## config.mk

```make
export PLATFORM = sky130hd
export DESIGN_NAME = imm_decode_stage
export DESIGN_NICKNAME = d
export VERILOG_FILES = /design/src/rtl/imm_decode_stage_pkg.sv /design/src/rtl/imm_decode_stage_imm_extract.sv /design/src/rtl/imm_decode_stage.sv
export SDC_FILE = /design/constraint.sdc
export NUM_CORES = 1
export LEC_CHECK = 0
export ABC_AREA = 1
export BUFFER_PORTS_ARGS = -buffer_cell sky130_fd_sc_hd__buf_2
export CAP_MARGIN = 20
export CORE_ASPECT_RATIO = 0.75
export CORE_MARGIN = 10
export CORE_UTILIZATION = 50
export CTS_CLUSTER_DIAMETER = 30
export DETAILED_ROUTE_END_ITERATION = 7
export PLACE_DENSITY = 0.72
export SYNTH_ARGS = -nofsm -noshare
export SYNTH_HDL_FRONTEND = slang
export SYNTH_SLANG_ARGS = --single-unit
```

## constraint.sdc

```tcl
create_clock -name clk -period 13.4 [get_ports clk]
set_clock_uncertainty 0.15 [all_clocks]
set_input_delay 0.67 -clock clk [delete_from_list [all_inputs] [get_ports clk]]
set_output_delay 0.67 -clock clk [all_outputs]
set_load 0.05 [all_outputs]
```

## src/rtl/imm_decode_stage_pkg.sv

```systemverilog
// Shared types and opcode constants for the immediate decode stage.
package imm_decode_stage_pkg;

    // Immediate format produced by the decoder.
    typedef enum logic [2:0] {
        FMT_NONE   = 3'd0,
        FMT_I      = 3'd1,
        FMT_S      = 3'd2,
        FMT_B      = 3'd3,
        FMT_U      = 3'd4,
        FMT_J      = 3'd5,
        FMT_SHAMT  = 3'd6,
        FMT_SHAMT5 = 3'd7
    } imm_fmt_t;

    // Major opcodes (instr[6:0]) that carry or explicitly lack an immediate.
    localparam logic [6:0] OPC_OP_IMM   = 7'b0010011;
    localparam logic [6:0] OPC_OP_IMM32 = 7'b0011011;
    localparam logic [6:0] OPC_LOAD     = 7'b0000011;
    localparam logic [6:0] OPC_STORE    = 7'b0100011;
    localparam logic [6:0] OPC_BRANCH   = 7'b1100011;
    localparam logic [6:0] OPC_JAL      = 7'b1101111;
    localparam logic [6:0] OPC_JALR     = 7'b1100111;
    localparam logic [6:0] OPC_LUI      = 7'b0110111;
    localparam logic [6:0] OPC_AUIPC    = 7'b0010111;
    localparam logic [6:0] OPC_SYSTEM   = 7'b1110011;
    localparam logic [6:0] OPC_OP       = 7'b0110011;
    localparam logic [6:0] OPC_OP32     = 7'b0111011;

    // funct3 values 001 (SLL*) and 101 (SRL*/SRA*) use a shift amount instead of an I immediate.
    function automatic logic is_shift_f3(input logic [2:0] f3);
        return (f3 == 3'b001) || (f3 == 3'b101);
    endfunction

endpackage

```

## src/rtl/imm_decode_stage_imm_extract.sv

```systemverilog
// Combinational immediate extraction: format classification, extension and PC-relative target.
module imm_extract
    import imm_decode_stage_pkg::*;
#(
    parameter int XLEN          = 64,
    parameter bit BYPASS_TARGET = 1'b1
) (
    input  logic [31:0]     instr_i,
    input  logic [XLEN-1:0] pc_i,
    output imm_fmt_t        fmt_o,
    output logic [XLEN-1:0] imm_o,
    output logic [XLEN-1:0] target_o,
    output logic            illegal_o
);

    logic [6:0]             opcode;
    logic [2:0]             funct3;
    logic                   pc_rel;
    logic signed [31:0]     imm32;
    logic signed [XLEN-1:0] imm_ext;
    logic [XLEN-1:0]        target_sum;

    assign opcode = instr_i[6:0];
    assign funct3 = instr_i[14:12];

    // Classify the opcode into an immediate format and flag unsupported encodings.
    always_comb begin
        fmt_o     = FMT_NONE;
        illegal_o = 1'b0;
        pc_rel    = 1'b0;
        case (opcode)
            OPC_OP_IMM: begin
                if (is_shift_f3(funct3)) begin
                    fmt_o = FMT_SHAMT;
                    // RV32 shifts only have 5 shamt bits; bit 25 set is reserved.
                    if (XLEN == 32 && instr_i[25]) illegal_o = 1'b1;
                end else begin
                    fmt_o = FMT_I;
                end
            end
            OPC_OP_IMM32: begin
                fmt_o     = is_shift_f3(funct3) ? FMT_SHAMT5 : FMT_I;
                illegal_o = (XLEN == 32);
            end
            OPC_LOAD, OPC_JALR, OPC_SYSTEM: fmt_o = FMT_I;
            OPC_STORE:  fmt_o = FMT_S;
            OPC_BRANCH: begin
                fmt_o  = FMT_B;
                pc_rel = 1'b1;
            end
            OPC_LUI:    fmt_o = FMT_U;
            OPC_AUIPC: begin
                fmt_o  = FMT_U;
                pc_rel = 1'b1;
            end
            OPC_JAL: begin
                fmt_o  = FMT_J;
                pc_rel = 1'b1;
            end
            OPC_OP:     fmt_o = FMT_NONE;
            OPC_OP32: begin
                fmt_o     = FMT_NONE;
                illegal_o = (XLEN == 32);
            end
            default:    illegal_o = 1'b1;
        endcase
    end

    // Assemble the immediate as a signed 32-bit value; sign extension to XLEN follows.
    always_comb begin
        imm32 = '0;
        case (fmt_o)
            FMT_I:      imm32 = {{20{instr_i[31]}}, instr_i[31:20]};
            FMT_S:      imm32 = {{20{instr_i[31]}}, instr_i[31:25], instr_i[11:7]};
            FMT_B:      imm32 = {{19{instr_i[31]}}, instr_i[31], instr_i[7], instr_i[30:25],
                                 instr_i[11:8], 1'b0};
            FMT_U:      imm32 = {instr_i[31:12], 12'b0};
            FMT_J:      imm32 = {{11{instr_i[31]}}, instr_i[31], instr_i[19:12], instr_i[20],
                                 instr_i[30:21], 1'b0};
            FMT_SHAMT:  imm32 = (XLEN == 64) ? {26'b0, instr_i[25:20]} : {27'b0, instr_i[24:20]};
            FMT_SHAMT5: imm32 = {27'b0, instr_i[24:20]};
            default:    imm32 = '0;
        endcase
    end

    // Signed-to-wider-signed assignment performs the sign extension (shift amounts are positive).
    assign imm_ext = imm32;
    assign imm_o   = imm_ext;

    generate
        if (BYPASS_TARGET) begin : g_target
            assign target_sum = pc_i + imm_o;
        end else begin : g_no_target
            assign target_sum = '0;
        end
    endgenerate

    // JALR is not PC-relative here (rs1 unknown), so only B/J/AUIPC get a target.
    assign target_o = pc_rel ? target_sum : '0;

endmodule

```

## src/rtl/imm_decode_stage.sv

```systemverilog
// Registered immediate decode stage with a 2-entry skid buffer and flush.
module imm_decode_stage
    import imm_decode_stage_pkg::*;
#(
    parameter int XLEN          = 64,
    parameter bit BYPASS_TARGET = 1'b1
) (
    input  logic            clk,
    input  logic            reset,
    input  logic            flush,
    input  logic            in_valid,
    output logic            in_ready,
    input  logic [XLEN-1:0] in_pc,
    input  logic [31:0]     in_instr,
    output logic            out_valid,
    input  logic            out_ready,
    output logic [XLEN-1:0] out_pc,
    output logic [31:0]     out_instr,
    output logic [2:0]      out_fmt,
    output logic [XLEN-1:0] out_imm,
    output logic [XLEN-1:0] out_target,
    output logic            out_illegal
);

    typedef struct packed {
        logic [XLEN-1:0] pc;
        logic [31:0]     instr;
        imm_fmt_t        fmt;
        logic [XLEN-1:0] imm;
        logic [XLEN-1:0] target;
        logic            illegal;
    } imm_entry_t;

    imm_entry_t dec_entry;
    imm_entry_t main_q, main_d;
    imm_entry_t skid_q, skid_d;
    logic       main_vld_q, main_vld_d;
    logic       skid_vld_q, skid_vld_d;
    logic       accept;
    logic       release_w;
    imm_fmt_t   dec_fmt;

    imm_extract #(
        .XLEN          (XLEN),
        .BYPASS_TARGET (BYPASS_TARGET)
    ) u_extract (
        .instr_i   (in_instr),
        .pc_i      (in_pc),
        .fmt_o     (dec_fmt),
        .imm_o     (dec_entry.imm),
        .target_o  (dec_entry.target),
        .illegal_o (dec_entry.illegal)
    );

    assign dec_entry.pc    = in_pc;
    assign dec_entry.instr = in_instr;
    assign dec_entry.fmt   = dec_fmt;

    // in_ready comes straight from the skid valid flop, so it is registered.
    assign in_ready  = ~skid_vld_q;
    assign accept    = in_valid & in_ready;
    assign release_w = main_vld_q & out_ready;

    // Next-state for the main/skid pair; skid is only ever occupied while main is.
    always_comb begin
        main_d     = main_q;
        skid_d     = skid_q;
        main_vld_d = main_vld_q;
        skid_vld_d = skid_vld_q;
        if (flush) begin
            main_vld_d = 1'b0;
            skid_vld_d = 1'b0;
        end else if (!main_vld_q) begin
            if (accept) begin
                main_d     = dec_entry;
                main_vld_d = 1'b1;
            end
        end else if (!skid_vld_q) begin
            if (accept && release_w) begin
                main_d = dec_entry;
            end else if (release_w) begin
                main_vld_d = 1'b0;
            end else if (accept) begin
                skid_d     = dec_entry;
                skid_vld_d = 1'b1;
            end
        end else if (release_w) begin
            main_d     = skid_q;
            skid_vld_d = 1'b0;
        end
    end

    // State registers; reset clears data too so outputs read zero while empty after reset.
    always_ff @(posedge clk or posedge reset) begin
        if (reset) begin
            main_q     <= '0;
            skid_q     <= '0;
            main_vld_q <= 1'b0;
            skid_vld_q <= 1'b0;
        end else begin
            main_q     <= main_d;
            skid_q     <= skid_d;
            main_vld_q <= main_vld_d;
            skid_vld_q <= skid_vld_d;
        end
    end

    assign out_valid   = main_vld_q;
    assign out_pc      = main_q.pc;
    assign out_instr   = main_q.instr;
    assign out_fmt     = main_q.fmt;
    assign out_imm     = main_q.imm;
    assign out_target  = main_q.target;
    assign out_illegal = main_q.illegal;

endmodule

```

# Yosys cells after proc, flatten, opt, wreduce, memory -nomap -nowiden
# Cells that the tools add are included.
# word_totals
register_bits	426
input_bits	101
output_inout_bits	230
word_cells	77
# op_classes
n_addsub	1
eq_ne	23
n_mux	23
bitwise	6
n_reduce_logical	10
# op_table
cell	n
$mux 228	5
$pmux 32 s7	1
$add 64x64->64	1
$mux 64	1
$eq 7x6->1 const B	4
$eq 7x7->1 const B	4
$eq 7x5->1 const B	3
$pmux 3 s7	1
$eq 3x3->1 const B	5
$mux 1	13
$reduce_or 12->1	1
$eq 7x2->1 const B	1
$eq 3x1->1 const B	2
$eq 3x2->1 const B	2
$mux 3	2
$reduce_and 6->1	1
$reduce_or 3->1	2
$not 1->1	4
$reduce_and 4->1	1
$reduce_bool 2->1	2
$ne 3x1->1 const B	1
$ne 3x2->1 const B	1
$and 1x1->1	2
$reduce_or 2->1	1
other kinds (2)	2

# Longest topological paths before layout
# Gate-level depths: netlist of run 1.
# logic_depth
depth_word	11
depth_mapped	35
mapped_depth_nobuf	34

# Modules after synthesis
# From an unflattened synthesis of run 1, not the netlist that was laid out.
# hier_totals
cells_unflattened	4246
area_unflattened_um2	28314.7
# modules_own_cells
module	instances	cells_each	area_each_um2	seq_area_each_um2
imm_decode_stage	1	2732	21187.8	11461.0
imm_extract	1	1514	7126.8	0.0

# Least setup slack after synthesis of run 1
# OpenSTA, ideal clock, no wires.
# synth_timing
kind	in2reg
start	input port in_instr[1]
end	register main_q (netlist bit out_target[58])
setup_time_ns	0.118
arrival_ns	4.145
required_time_ns	13.132
slack_ns	8.988
cell_stages	29
path_buffers	1
cell_sequence	nand2_1 > inv_1 > nand3_2 > nor2_1 > inv_1 > nand2_1 > nor4_1 > inv_1 > nor2_1 > inv_1 > nand3_1 > buf_2 > o21ai_0 > ha_1 > nand2_1 > nor2_1 > nand2_1 > o21ai_0 > a21oi_1 > o21ai_0 > nand2_1 > nand2_1 > nand3_1 > nand3_1 > nand2_1 > nand3_1 > nand2_1 > nand2_1 > nand2_1
# synth_lines
item	line_no	source
start, declared	imm_decode_stage.sv:14	input logic [31:0] in_instr,
end signal, assigned	imm_decode_stage.sv:101	main_q <= main_d;
end, declared	imm_decode_stage.sv:35	imm_entry_t main_q, main_d;

==> results of run 1 <==
## cell families (layout without fill, tap and decap cells)
logic type,count (synthesis),after routing
AND/OR/NAND/NOR,1546,1546
adder cells (fa/ha/maj),33,33
flip-flops,394,394
AO/OA/AOI/OAI,592,592
buffers and inverters,420,729
XOR/XNOR,12,12
## routing by layer
| layer | wire length, um | vias up | global-route usage [%] |
|---|---|---|---|
| met5 | 0 | - | 0 |
| met4 | 2850 | 0 | 11.5 |
| met3 | 5480 | 154 | 5.85 |
| met2 | 37100 | 848 | 48.3 |
| met1 | 31500 | 10200 | 36.7 |
| li1 | - | 10200 | - |
## synthesized netlist by cell type, types with 2 or more instances
cell type and count:
buf_1 6, xor2_1 9, nor3_1 11, and2_1 3, o41ai_1 26, a31oi_1 100, o22ai_1 9, o211ai_1 30
buf_2 12, nand2_2 27, nor2_4 3, o21ai_1 17, nand2_4 3, a21o_1 7, xor2_2 2, buf_4 34
inv_1 223, buf_6 2, nor2_2 27, nand4_1 20, inv_2 12, nand3b_1 2, ha_1 32, a21oi_1 129
nand2_1 1059, o21a_1 7, nor4_1 2, o21ai_0 260, clkbuf_1 128, dfrtp_1 394, nand3_2 4, nand3_1 99
nor2_1 283
## worst max-delay path, stage by stage
cell	delay [ns]
buf_2	0.11
nand2_1	0.16
inv_1	0.10
nand3_2	0.22
nor2_1	0.09
inv_1	0.06
nand2_1	0.04
nor4_1	0.54
inv_1	0.14
nor2_1	0.20
inv_1	0.06
nand3_1	0.31
o21ai_0	0.37
ha_1	0.47
nand2_1	0.12
nor2_1	0.14
nand2_1	0.06
o21ai_0	0.48
a21oi_1	0.19
o21ai_0	0.44
nand2_1	0.09
nand2_1	0.13
o21ai_0	0.09
a21oi_1	0.29
inv_1	0.10
nand2_1	0.07
o211ai_1	0.10
nand2_1	0.10
## cell usage in the layout (no fill, tap or decap), types with 9 or more instances in the layout
cell        netlist  routed
clkinvlp_4        0      15
inv_1           223     220
o22ai_1           9       9
bufinv_16         0       9
xor2_1            9       9
clkbuf_16         0      80
o41ai_1          26      26
nand2_1        1059    1057
o211ai_1         30      30
clkbuf_1        128      10
a31oi_1         100     100
inv_2            12      11
buf_4            34      17
nand2_2          27      27
nor2_2           27      27
nand3_1          99      99
buf_2            12     330
clkinv_2          0      11
ha_1             32      32
a21oi_1         129     129
nor3_1           11      11
nor2_1          283     283
o21ai_0         260     260
o21ai_1          17      17
dfrtp_1         394     394
nand4_1          20      20
## area by class of cell
type / count / area (um^2)
clock buffer: 98 / 2150
clock inverter: 45 / 579
fill: 3870 / 17000
inverter: 236 / 900
multi-input combinational: 2183 / 10100
sequential: 394 / 9860
tap: 578 / 723
timing repair buffer: 350 / 1840
## sequential cells by signal, summed over array words and instances, names as in the netlist
| name | flops |
|---|---|
| out_instr | 32 |
| skid_vld_q | 1 |
| out_fmt | 3 |
| skid_q | 196 |
| out_pc | 64 |
| out_target | 64 |
| out_imm | 32 |
| out_valid | 1 |
| out_illegal | 1 |
## stage by stage
step,utilization [%],worst slack [ns]
3_5_place_dp,54.2,7.33
6_report,60.6,7.81
4_1_cts,60.5,7.92
5_1_grt,60.6,7.16
3_3_place_gp,54.2,7.40
2_1_floorplan,-,1.63
## path summary, 6_finish.rpt
path / startpoint / end / slack, ns / depth (start not counted)
min reg2reg: out_target[62] / out_target[62] / 0.32 / 2
min: reset / out_pc[55] / -0.006 / 2
max reg2reg: out_valid / out_target[0] / 9.40 / 8
max: in_instr[1] / out_target[26] / 7.81 / 28
min in group clk: flush / out_valid / 0.10 / 2
max in group asynchronous: reset / skid_q[178] / 11.01 / 5
## power by group through the flow
stage                     logic (mW)  registers [mW]  clock network [mW]
after detailed placement       0.862            1.49                   0
final                          0.864            1.47                2.01
after CTS                      0.867            1.47                2.02
after global placement         0.849            1.48                   0
after global routing           0.938            1.49                2.09
after floorplan                0.347            1.76                   0
==> reports/results.ini, run 1 <==
[status]
status = finished, violations left
violations = negative hold slack

[synth]
synth_fa_ha_area_share_pct = 1.94
synth_top_family_by_area = simple AND/OR/NAND/NOR gates
ys_ff_latch = 394
yosysSeqAreaShare_pct = 45.4
ys_top_cells_by_area = dfrtp_1, nand2_1, o21ai_0
yosysTopAreaCell = dfrtp_1
yosys.area_share.xor_xnor_pct = 0.553
syn_area_per_cell_um2 = 7.25
muxShareOfSynthArea_pct = 0
synth.top_cell.area_share_pct = 45.4
syn_area_mm2 = 0.0217
synthSimpleGateAreaFrac_pct = 28.7
synth_edf_count = 0
ys.flop_type = dfrtp_1
yosysWarnings = 0
syn_nets = 3131
ys_async_sr_fraction_pct = 100
syn_inst = 2997
synth.distinct_cells = 48
synth_compound_area_share_pct = 15.4

[pwr]
irDropWorstVdd_uv = 108
clkPwrFrac_pct = 46.3
switchingPower_mw = 1.45
p_comb_share_pct = 19.9
powerDensity_mw_per_mm2 = 166
p_int_mw = 2.90
cellLeakagePower_nw = 13.9
seqPwrFrac_pct = 33.9
p_sw_share_pct = 33.4
power_mw = 4.35

[critical_path]
path_max_fanout = 12
crit_arrival_ns = 5.97
path_class = input port to flop
cp.required_ns = 13.79
endpoint_kind = flop
startpoint_type = input port

[global_routing]
grt_max_degree = 109
grt_usage_pct = 29.1
grt_pass1_wl_mm = 121
antenna_found_initial = 0
grt_overflow = 0
grt_pass1_vias = 21100

[place]
dpl.cell_count = 3738
place_hpwl_mm = 55.8
io_buffers = 330
postPlaceCellArea_mm2 = 0.0234
place.gp.congestion = 0.984

[routing]
drcViolationCount = 0
routed_wl_mm = 77.0
ant_nets = 0
routed_via_density = 5.51
firstDrtPassIters = 6
wl_per_cell_um = 19.8
vias = 21400
drt_iter0_drc = 2189

[finish]
area_delta_synth_final_pct = 20.5
drive_gt1_share_pct = 17.2
fin_cells = 3884
diodes = 0
final_cell_area_mm2 = 0.0262
nets = 3378

[die]
ioPinCount = 331
die_h_um = 201
die_w_um = 261
start_util_pct = 50.3
core_mm2 = 0.0432
die-area_mm2 = 0.0523
row_count = 66

[job]
maxCapViolCount = 0

[cts]
max-clock-path-buffers = 3
cts_buffers = 79
clk_pin_slew_ns = 0.05
cts_num_sinks = 394
cts-root-buf = clkbuf_16
htree_levels = 3
cts_setup_buffers = 0
cts_tree = built
holdBufCountCts = 0
cts_resized = 0
worstSkewPairLatency_ns = 0.61

[timing]
setup_viol = 0
hold_ws_ns = -0.00614
finalCritPeriodShare_pct = 41.7
slew_headroom_pct = 27.6
fmax_ghz = 0.179
finalHoldViolCount = 10
tightestPinTransition_ns = 1.09
finalMaxSlewViolations = 0
fin_tns_setup_ns = 0
fin_crit_ns = 5.59
rsz0062_at_grt = no

[hold_path]
hp-class = input port to asynchronous set/reset pin

(Power assumes the default switching activity.)
==> inputs of run 2 (changes only) <==
clock period = 5.6 ns   (was 13.4 ns; I/O delays follow)
==> reports/results.ini, run 2 (same netlist as run 1, synthesis figures left out) <==
[routing]
firstDrtPassIters = 6  ; unchanged
routed_via_density = 5.50  ; -0.23%
drt_iter0_drc = 2300  ; +5.1%
vias = 22000  ; +2.7%
drcViolationCount = 0  ; unchanged
routed_wl_mm = 79.2  ; +2.9%
ant_nets = 0  ; unchanged
wl_per_cell_um = 19.8  ; about the same

[timing]
finalCritPeriodShare_pct = 92.0
rsz0062_at_grt = no
tightestPinTransition_ns = 1.09  ; +0.00801 ns
fin_crit_ns = 5.15
finalHoldViolCount = 0  ; -10
fmax_ghz = 0.194
hold_ws_ns = 0.0859  ; +0.0920 ns
fin_tns_setup_ns = 0  ; unchanged
finalMaxSlewViolations = 0  ; unchanged
setup_viol = 0  ; unchanged
slew_headroom_pct = 27.1  ; -0.53 points
fin_ws_ns = 0.450  ; -7.36 ns

[finish]
largest_register_ff_count = 196  ; unchanged
largest-register = skid_q
most-common-layout-cells = nand2_1, dfrtp_1, buf_2
multi_input_area_mm2 = 0.0101  ; about the same
regArea_mm2 = 0.00986  ; unchanged
area_delta_synth_final_pct = 25.5
nets = 3490  ; +3.3%
diodes = 0  ; unchanged
drive_gt1_share_pct = 17.2  ; -0.019 points
fillers = 3768  ; -2.6%
final_common_cell = nand2_1

[die]
core_mm2 = 0.0432  ; unchanged
start_util_pct = 50.3  ; unchanged
die_w_um = 261  ; unchanged
die_h_um = 201  ; unchanged
ioPinCount = 331  ; unchanged
die-area_mm2 = 0.0523  ; unchanged
row_count = 66  ; unchanged

[pwr]
powerDensity_mw_per_mm2 = 382  ; +130%
cellLeakagePower_nw = 14.4  ; +3.4%
irDropWorstVdd_uv = 295  ; +170%

[place]
dp_slack_ns = 0.335  ; -6.99 ns
place.gp.congestion = 0.969  ; -1.6%
place_hpwl_mm = 56.2  ; +0.66%
io_buffers = 330  ; unchanged

[critical_path]
endpoint_kind = flop
r2r_start = out_valid
slowest_stage = dlygate4sd3_1
startpoint = in_instr[1]
startpoint_type = input port
path_common_cell = nand2_1
path_buf_inv = 9  ; +3
crit_arrival_ns = 5.48  ; -0.49 ns
path_max_fanout = 10  ; -2
slowest_delay_ns = 0.55  ; about the same
path_class = input port to flop
path_delay_family = simple AND/OR/NAND/NOR gates
cp.required_ns = 5.93  ; -7.86 ns

[cts]
cts-root-buf = clkbuf_16
cts_tree = built
cts_buffers = 78  ; -1.3%
htree_levels = 3  ; unchanged
worstSkewPairLatency_ns = 0.62  ; about the same
cts_num_sinks = 394  ; unchanged
max-clock-path-buffers = 3  ; unchanged
clk_pin_slew_ns = 0.05  ; about the same

[hold_path]
hp-class = input port to asynchronous set/reset pin

[job]
maxCapViolCount = 0  ; unchanged

[global_routing]
grt_usage_pct = 29.9  ; +0.77 points
grt_max_degree = 198  ; +82%
grt_pass1_wl_mm = 125  ; +3.0%
grt_overflow = 0  ; unchanged
grt_pass1_vias = 21800  ; +3.0%
antenna_found_initial = 0  ; unchanged

[status]
status = finished, final reports clean

-- run 2: cell count changes in the layout (fill, tap and decap cells not counted), moves of 5 or more --
cell / change
clkinvlp_4: -5
dlygate4sd3_1: +101
buf_4: +9
inv_6: +10
clkinv_4: +7
-- run 2: cell type report --
type	count	area share, %
tap	578	2.65
multi-input combinational	2183	37.2
timing repair buffer	463	10.8
inverter	236	3.29
clock buffer	91	7.64
sequential	394	36.2
clock inverter	53	2.25
-- run 2: final timing paths --
kind,cells after the start,slack [ns],to
min,3,0.09,skid_q[221]
max in group asynchronous,5,3.90,skid_q[138]
min in group clk,4,0.30,skid_q[168]
min reg2reg,2,0.32,out_target[23]
max reg2reg,8,1.66,out_imm[14]
max,32,0.45,out_target[41]
-- run 2: metal layers --
layer	global-route usage, %	up-vias	routed length [um]
li1	-	10400	-
met1	37.9	10500	32800
met2	50.1	849	38300
met3	5.39	162	5220
met4	11.3	0	2870
met5	0	-	0
-- run 2: worst reg2reg max path: cells and delay by family (launching register included) --
| family | cells | cell delay (ns) |
|---|---|---|
| AO/OA/AOI/OAI | 3 | 1.15 |
| AND/OR/NAND/NOR | 2 | 0.48 |
| flip-flops | 1 | 0.47 |
| buffers and inverters | 3 | 1.63 |
-- run 2: per-stage QoR --
| stage | area [um^2] | util (%) | instances | power [mW] |
|---|---|---|---|---|
| floorplan | 21700 | - | 2997 | 5.04 |
| global route | 27300 | 63.1 | 3998 | 10.8 |
| detailed placement | 23500 | 54.5 | 3753 | 5.63 |
| global placement | 23500 | 54.5 | 3751 | 5.58 |
| finish | 27300 | 63.1 | 3998 | 10.4 |
| CTS | 27200 | 63.1 | 3998 | 10.4 |
-- run 2: report_power, final --
group	internal, mW	switching, mW	total, mW	leakage [nW]
Combinational	0.538	1.61	2.15	8.06
Clock	3.01	1.74	4.75	1.30
Sequential	3.28	0.243	3.52	5.02
Total	6.83	3.59	10.4	14.4
-- run 2: timing repair --
item                                   4_1_cts  5_1_grt
setup endpoints to repair                    0        5
hold buffers                               101        0
buffers inserted                             0        0
endpoints found under the hold margin      260        0
resized for setup                            0        7
==> inputs of run 3 (changes only) <==
CORE_UTILIZATION = 58   (was 50)
PLACE_DENSITY = 0.81   (was 0.72)
clock period = 5.1 ns   (was 5.6 ns; I/O delays follow)
==> reports/results.ini, run 3 (same netlist as run 1, synthesis figures left out) <==
[finish]
drive_gt1_share_pct = 17.2  ; -0.043 points
fin_util_pct = 72.8  ; +9.7 points
most-common-layout-cells = nand2_1, dfrtp_1, buf_2
regArea_mm2 = 0.00986  ; unchanged
area_delta_synth_final_pct = 24.1
largest-register = skid_q
nets = 3497  ; +0.20%
fillers = 2688  ; -29%
largest_register_ff_count = 196  ; unchanged
final_common_cell = nand2_1
multi_input_area_mm2 = 0.0102  ; +0.28%

[die]
die_w_um = 243  ; -6.6%
row_count = 61  ; -7.6%
start_util_pct = 58.7  ; +8.4 points
die_h_um = 188  ; -6.4%
core_mm2 = 0.0370  ; -14%
die-area_mm2 = 0.0457  ; -13%
ioPinCount = 331  ; unchanged

[critical_path]
slowest_delay_ns = 0.54  ; about the same
path_common_cell = nand2_1
slowest_stage = dlygate4sd3_1
startpoint_type = input port
path_class = input port to flop
endpoint_kind = flop
crit_arrival_ns = 5.10  ; -0.38 ns
path_max_fanout = 12  ; +2
cp.required_ns = 5.43  ; -0.50 ns
reg2reg_depth = 5  ; -3

[cts]
htree_levels = 3  ; unchanged
cts_tree = built
cts-root-buf = clkbuf_16
cts_num_sinks = 394  ; unchanged
clk_pin_slew_ns = 0.05  ; about the same
cts_buffers = 66  ; -15%
worstSkewPairLatency_ns = 0.59  ; -0.03 ns
max-clock-path-buffers = 3  ; unchanged

[global_routing]
grt_usage_pct = 36.3  ; +6.4 points
antenna_found_initial = 3  ; +3
grt_max_degree = 168  ; -15%
grt_pass1_vias = 22800  ; +4.8%
grt_overflow = 0  ; unchanged
grt_pass1_wl_mm = 132  ; +6.0%

[timing]
fin_ws_ns = 0.327  ; -0.122 ns
fin_crit_ns = 4.77
finalCritPeriodShare_pct = 93.6
finalMaxSlewViolations = 0  ; unchanged
fin_tns_setup_ns = 0  ; unchanged
fmax_ghz = 0.210
finalHoldViolCount = 0  ; unchanged
slew_headroom_pct = 18.6  ; -8.5 points
tightestPinTransition_ns = 1.21  ; +0.112 ns
setup_viol = 0  ; unchanged

[routing]
routed_via_density = 5.96  ; +8.3%
firstDrtPassIters = 6  ; unchanged
drt_iter0_drc = 2890  ; +26%
vias = 23300  ; +6.1%
routed_wl_mm = 84.7  ; +6.9%
wl_per_cell_um = 21.6  ; +9.1%
drcViolationCount = 0  ; unchanged
ant_nets = 0  ; unchanged

[place]
dp_slack_ns = -0.174  ; -0.509 ns
place.gp.congestion = 0.995  ; +2.7%
io_buffers = 330  ; unchanged
place_hpwl_mm = 57.5  ; +2.3%

[job]
maxCapViolCount = 0  ; unchanged

[hold_path]
min_path_cells = 5
hp-class = input port to flop

[pwr]
powerDensity_mw_per_mm2 = 407  ; +6.6%
cellLeakagePower_nw = 14.3  ; -0.49%
irDropWorstVdd_uv = 371  ; +26%

[status]
status = finished, final reports clean

[run 3: cell count changes in the layout (fill, tap and decap cells not counted), moves of 4 or more]
cell and change:
buf_4 +16, clkbuf_16 -14, clkinvlp_4 -7, dlygate4sd3_1 +5, inv_6 -4, o21ai_2 +4
[run 3: final timing paths]
path,to,from,slack [ns]
min,skid_q[130],in_instr[4],0.06
min in group asynchronous,skid_q[226],reset,0.11
max in group asynchronous,out_imm[17],reset,3.38
max reg2reg,out_instr[9],out_valid,1.62
min reg2reg,out_target[54],out_target[54],0.33
max,out_target[51],in_instr[12],0.33
[run 3: power breakdown]
part,internal [mW],switching [mW],total (mW),leakage [nW]
logic,0.602,1.83,2.43,8.16
clock network,2.93,1.73,4.66,1.12
registers,3.60,0.292,3.89,5.02
[run 3: layout make-up]
class | instances | share of cell area (%)
multi-input cells | 2183 | 37.7
inverters | 236 | 3.32
well taps | 504 | 2.34
clock inverters | 43 | 2.16
repair buffers | 482 | 11.5
clock buffers | 73 | 6.34
diodes | 2 | 0.0186
flip-flops and latches | 394 | 36.6
[run 3: what timing repair did]
item,4_1_cts,5_1_grt
resized for setup,0,18
hold buffers,106,0
buffers inserted,0,1
setup endpoints to repair,0,43
hold endpoints to repair,236,0
[run 3: worst max-delay path, delay by kind of cell]
family	cells	cell delay (ns)
and+or+nand+nor	18	2.21
buffers and inverters	8	1.28
AOI/OAI and AO/OA	4	0.92
adders and majority gates	1	0.42
[run 3: per-stage QoR]
| step | hold slack [ns] | power, mW | area (um^2) | instances |
|---|---|---|---|---|
| detailed placement | 0.161 | 6.21 | 23600 | 3692 |
| floorplan | 0.168 | 5.53 | 21700 | 2997 |
| global route | 0.0825 | 11.3 | 27000 | 3917 |
| global placement | 0.163 | 6.14 | 23600 | 3692 |
| finish | 0.0640 | 11.0 | 27000 | 3917 |
| CTS | 0.0329 | 10.9 | 26900 | 3914 |
[run 3: layer usage]
layer	GRT usage [%]	share of wire, %	vias up
met5	0	0.011	-
met2	60.6	48	1488
met4	15.8	4.8	2
met3	7.81	9.6	325
li1	-	-	10400
met1	44.9	38	11100
